## src/rtl/hermes_input_buffer.sv

```systemverilog
// Credit-based Hermes router input port: flit FIFO plus a packet-framing FSM that
// requests a route per packet and streams header, size and payload to the granted output.
module hermes_input_buffer #(
  parameter int unsigned FLIT_SIZE   = 32,
  parameter int unsigned BUFFER_SIZE = 8
) (
  input  logic                 clk_i,
  input  logic                 rst_ni,
  input  logic                 rx_i,
  input  logic [FLIT_SIZE-1:0] data_i,
  output logic                 credit_o,
  output logic                 req_o,
  input  logic                 ack_h_i,
  output logic [FLIT_SIZE-1:0] data_o,
  output logic                 data_av_o,
  input  logic                 data_ack_i,
  output logic                 sender_o
);

  localparam int unsigned PtrW = $clog2(BUFFER_SIZE);
  localparam int unsigned CntW = PtrW + 1;
  localparam logic [CntW-1:0] CntFull = CntW'(BUFFER_SIZE);

  typedef enum logic [2:0] {
    StIdle,
    StReq,
    StHeader,
    StSize,
    StPayload
  } state_e;

  logic [FLIT_SIZE-1:0] mem [BUFFER_SIZE];

  logic [PtrW-1:0]      rd_ptr_q, rd_ptr_d;
  logic [PtrW-1:0]      wr_ptr_q, wr_ptr_d;
  logic [CntW-1:0]      count_q, count_d;
  logic [FLIT_SIZE-1:0] remaining_q, remaining_d;
  state_e               state_q, state_d;

  logic not_empty;
  logic push;
  logic pop;

  assign not_empty = (count_q != '0);
  assign credit_o  = (count_q != CntFull);
  assign push      = rx_i && credit_o;
  assign pop       = data_av_o && data_ack_i;
  assign data_o    = mem[rd_ptr_q];
  assign sender_o  = (state_q == StHeader) || (state_q == StSize) || (state_q == StPayload);

  // Storage is not reset; a flit written to an empty FIFO is visible on data_o right away.
  always_ff @(posedge clk_i) begin
    if (push) begin
      mem[wr_ptr_q] <= data_i;
    end
  end

  always_comb begin
    wr_ptr_d = wr_ptr_q;
    rd_ptr_d = rd_ptr_q;
    count_d  = count_q;
    if (push) begin
      wr_ptr_d = wr_ptr_q + PtrW'(1);
    end
    if (pop) begin
      rd_ptr_d = rd_ptr_q + PtrW'(1);
    end
    if (push && !pop) begin
      count_d = count_q + CntW'(1);
    end else if (!push && pop) begin
      count_d = count_q - CntW'(1);
    end
  end

  always_comb begin
    state_d     = state_q;
    remaining_d = remaining_q;
    req_o       = 1'b0;
    data_av_o   = 1'b0;
    unique case (state_q)
      StIdle: begin
        if (not_empty) begin
          state_d = StReq;
        end
      end
      StReq: begin
        req_o = 1'b1;
        if (ack_h_i) begin
          state_d = StHeader;
        end
      end
      StHeader: begin
        data_av_o = not_empty;
        if (not_empty && data_ack_i) begin
          state_d = StSize;
        end
      end
      StSize: begin
        data_av_o = not_empty;
        if (not_empty && data_ack_i) begin
          remaining_d = data_o;
          // A zero-length packet ends with its size flit.
          state_d     = (data_o == '0) ? StIdle : StPayload;
        end
      end
      StPayload: begin
        data_av_o = not_empty;
        if (not_empty && data_ack_i) begin
          remaining_d = remaining_q - FLIT_SIZE'(1);
          if (remaining_q == FLIT_SIZE'(1)) begin
            state_d = StIdle;
          end
        end
      end
      default: begin
        state_d = StIdle;
      end
    endcase
  end

  always_ff @(posedge clk_i or negedge rst_ni) begin
    if (!rst_ni) begin
      rd_ptr_q    <= '0;
      wr_ptr_q    <= '0;
      count_q     <= '0;
      remaining_q <= '0;
      state_q     <= StIdle;
    end else begin
      rd_ptr_q    <= rd_ptr_d;
      wr_ptr_q    <= wr_ptr_d;
      count_q     <= count_d;
      remaining_q <= remaining_d;
      state_q     <= state_d;
    end
  end

endmodule

```

## config.mk

```make
export PLATFORM = sky130hd
export DESIGN_NAME = hermes_input_buffer
export DESIGN_NICKNAME = d
export VERILOG_FILES = /design/src/rtl/hermes_input_buffer.sv
export SDC_FILE = /design/constraint.sdc
export NUM_CORES = 1
export LEC_CHECK = 0
export BUFFER_PORTS_ARGS = -buffer_cell sky130_fd_sc_hd__buf_2
export CAP_MARGIN = 20
export CORE_ASPECT_RATIO = 0.8
export CORE_UTILIZATION = 55
export DETAILED_ROUTE_END_ITERATION = 7
export PLACE_DENSITY = 0.7
export SLEW_MARGIN = 20
export SYNTH_ARGS = -nofsm -noshare
export SYNTH_HDL_FRONTEND = slang
export SYNTH_SLANG_ARGS = --single-unit
```

## constraint.sdc

```tcl
create_clock -name clk_i -period 6.5 [get_ports clk_i]
set_input_delay 0.325 -clock clk_i [delete_from_list [all_inputs] [get_ports clk_i]]
set_output_delay 0.325 -clock clk_i [all_outputs]
set_load 0.05 [all_outputs]
```

==> flow_summary.yaml <==
detailed_routing:
  drcViolationCount: 0
  detail_route.iter0.violations: 674
  ant_nets: 0
  vias_per_cell: 6.072
  routed_wirelength_mm: 28.79
  drt-wirelength-per-cell_um: 22.69
  detail_route.first_pass.iterations: 5
  total_via_count_after_detailed_routing: 7706
critical_path:
  category_of_the_most_critical_setup_path: "reg2out"
  critPathArrivalTime_ps: 3150
  required_ps: 6170
  worst_setup_path_start_kind: "flop"
  worstSetupEndpointType: "primary output"
  maximum_fanout_along_the_worst_path: 98
placement:
  portBuffers: 72
  dpl-instance-area_sq_um: 13540
  place_ws_ps: 3385
  hpwlAfterDp_mm: 16.81
  gpl.final_weighted_congestion: 0.8217
yosys:
  number_of_synthesized_flops_with_an_enable_pin: 256
  syn_inst: 864
  syn_area_per_cell_sq_um: 14.80
  synth_warnings: 0
  synthesis.nets: 909
  ys_ff_latch: 301
  synthesis.area_sq_um: 12780
  synthFlopType: "edfxtp_1"
  synth_cell_types: 56
  synth-seq-area-share_pct: 68.94
  async_reset_ff_share_pct: 14.95
cts:
  clk_latency_ps: 570
  cts_buffer_depth: 3
  cts_tree: "built"
  clock_pin_slew_of_the_registers_on_the_worst_case_setup_and_hold_paths_ps: 60
  sink_count: 301
  cts_post_setup_buffers_inserted: 0
  clock_tree.root_cell: "clkbuf_16"
  ctsHtreeMaxLevel: 1
  cts_inserted_buffers: 29
run_status:
  status: "finished clean"
global_route:
  grt_util_all_layers_pct: 24.44
  grt_max_degree: 99
  overflow: 0
  antenna_found_initial: 1
  grt_first_pass_wirelength_mm: 42.86
  number_of_global_route_vias_before_repair: 7192
final_layout:
  design_area_sq_um: 14600
  drive_gt1_share_pct: 17.45
  nFillCells: 1671
  postLayoutCoreUtil_pct: 64.54
  synthToLayoutAreaGrowth_pct: 14.21
  finish.net_count: 985
  count_of_inserted_antenna_diode_cells: 0
power_and_ir_drop:
  totalPowerFinal_mw: 7.746
  power.static_leakage_nw: 5.235
  max-vdd-ir-drop_mv: 0.3626
  power-per-cell-area_nw_per_um2: 530.6
timing:
  setup_slack_ps: 3030
  tns_ps: 0
  max_slew_margin_pct: 33.00
  hold_viol_final: 0
  post-route-period-util_pct: 53.39
  setup_violating_endpoint_count_in_the_final_report: 0
  grt_setup_unrepaired: "no"
  timing.final.max_slew_violations: 0
  fmax_ghz: 0.2882
  timing.final.crit_period_ps: 3470
  tightestPinTransition_ps: 1000
  finalClockSkew_ps: 32.11
floorplan:
  dieHeight_um: 138.4
  initial_utilization_pct: 56.51
  floorplan.core_area_sq_um: 22620
  die_width_um: 172.5
  die_footprint_sq_um: 23860
  io_pins: 73
  floorplan.rows: 49
flow_run:
  cap_violations: 0
hold_path:
  worst_hold_path_type: "in2reg"
kinds of logic after synthesis:
| kind of cell | Yosys count | share of synthesized area [%] |
|---|---|---|
| buffers and inverters | 58 | 1.928 |
| and+or+nand+nor | 160 | 7.067 |
| DFF | 301 | 68.94 |
| xor gates and xnor gates | 8 | 0.5481 |
| muxes | 130 | 10.20 |
| adders and majority gates | 8 | 0.8417 |
| AOI/OAI and AO/OA | 199 | 10.47 |
state kept, by name, summed over array words and instances, names as in the netlist:
register	count
state_q	3
count_q	4
rd_ptr_q	3
wr_ptr_q	3
mem	256
remaining_q	32
where the power goes:
part	internal, mW	switching, mW
Clock	1.08	0.713
Sequential	2.49	0.293
Combinational	1.00	2.17
Total	4.57	3.18
metrics by stage:
step	std cells	hold WS, ps
6_report	1269	23.06
3_5_place_dp	1213	453.8
5_1_grt	1269	22.62
3_3_place_gp	1213	463.9
2_1_floorplan	864	29.41
4_1_cts	1268	6.342
critical path, cell delays in order, from the launching register on:
cell and delay [ps]:
dfrtp_4 810, buf_12 520, mux2i_1 160, a22oi_1 350, and2_1 310, buf_2 310
cells in the mapped netlist (4+ instances only):
library cell | number | area, sq um
edfxtp_1 | 256 | 7687
mux2i_1 | 128 | 1281
a22oi_1 | 84 | 630.6
dfrtp_1 | 45 | 1126
o21ai_0 | 38 | 190.2
and2_1 | 35 | 219.0
a21oi_1 | 32 | 160.2
nor2_1 | 32 | 120.1
clkbuf_1 | 30 | 112.6
nand2_1 | 24 | 90.09
nor3_1 | 20 | 100.1
buf_2 | 16 | 80.08
inv_1 | 9 | 33.78
nand4_1 | 8 | 50.05
nor4_1 | 8 | 50.05
a22o_1 | 7 | 61.31
ha_1 | 7 | 87.58
nor2b_1 | 7 | 43.79
o21ai_1 | 6 | 30.03
or3_1 | 6 | 37.54
xnor2_1 | 6 | 52.55
nand2b_1 | 5 | 31.28
o2bb2ai_1 | 5 | 43.79
a32oi_1 | 4 | 35.03
cell type report:
type                       instances  area, sq um  area share, %
multi-input combinational        505         3780          25.89
inverter                           9        33.78         0.2314
tap                              306        382.9          2.622
sequential                       301         8817          60.39
clock buffer                      33        760.7          5.210
clock inverter                    21        277.8          1.902
timing repair buffer              94        548.0          3.754
layout by cell type, fill, tap and decap left out, types with 4 or more instances in the layout:
| cell | netlist | routed |
|---|---|---|
| and2_1 | 35 | 35 |
| a22oi_1 | 84 | 84 |
| nor3_2 | 1 | 5 |
| a22o_1 | 7 | 7 |
| inv_1 | 9 | 9 |
| nor2_1 | 32 | 28 |
| nand2b_1 | 5 | 5 |
| edfxtp_1 | 256 | 256 |
| xnor2_1 | 6 | 6 |
| buf_2 | 16 | 72 |
| ha_1 | 7 | 7 |
| or3_1 | 6 | 6 |
| nand2_1 | 24 | 24 |
| a21oi_1 | 32 | 32 |
| nor3_1 | 20 | 16 |
| o21ai_1 | 6 | 6 |
| nor4_1 | 8 | 7 |
| clkbuf_16 | 0 | 29 |
| a32oi_1 | 4 | 4 |
| clkinv_1 | 0 | 5 |
| bufinv_16 | 0 | 6 |
| mux2i_1 | 128 | 128 |
| buf_4 | 0 | 19 |
| dfrtp_1 | 45 | 44 |
| clkinv_2 | 0 | 5 |
| nand4_1 | 8 | 8 |
| nor2b_1 | 7 | 5 |
| o21ai_0 | 38 | 38 |
| o2bb2ai_1 | 5 | 5 |
routing by layer:
metal  vias up  global-route usage (%)  routed length [um]  share of wire (%)
met2       294                   36.65               13040                 45
met1      3817                   37.12               13030                 45
li1       3551                       -                   -                  -
met4         2                   6.474                 644                2.2
met5         -                       0                  13              0.045
met3        42                   4.151                2061                7.2
timing repair:
| item | in CTS | in global routing |
|---|---|---|
| hold buffers | 1 | 0 |
| gates resized for setup | 0 | 0 |
| hold endpoints to repair | 45 | 0 |
path summary, 6_finish.rpt:
check | startpoint | end | slack (ps) | depth (start not counted)
hold reg to reg | remaining_q[23] | remaining_q[23] | 500 | 2
max in group asynchronous | rst_ni | rd_ptr_q[1] | 5610 | 3
setup / recovery | rd_ptr_q[1] | data_o[1] | 3030 | 5
min in group asynchronous | rst_ni | count_q[0] | 410 | 3
setup reg to reg | rd_ptr_q[1] | state_q[2] | 3340 | 7
hold / removal | data_i[20] | mem[7][20] | 20 | 1
Power figures use the tool's default switching activity.
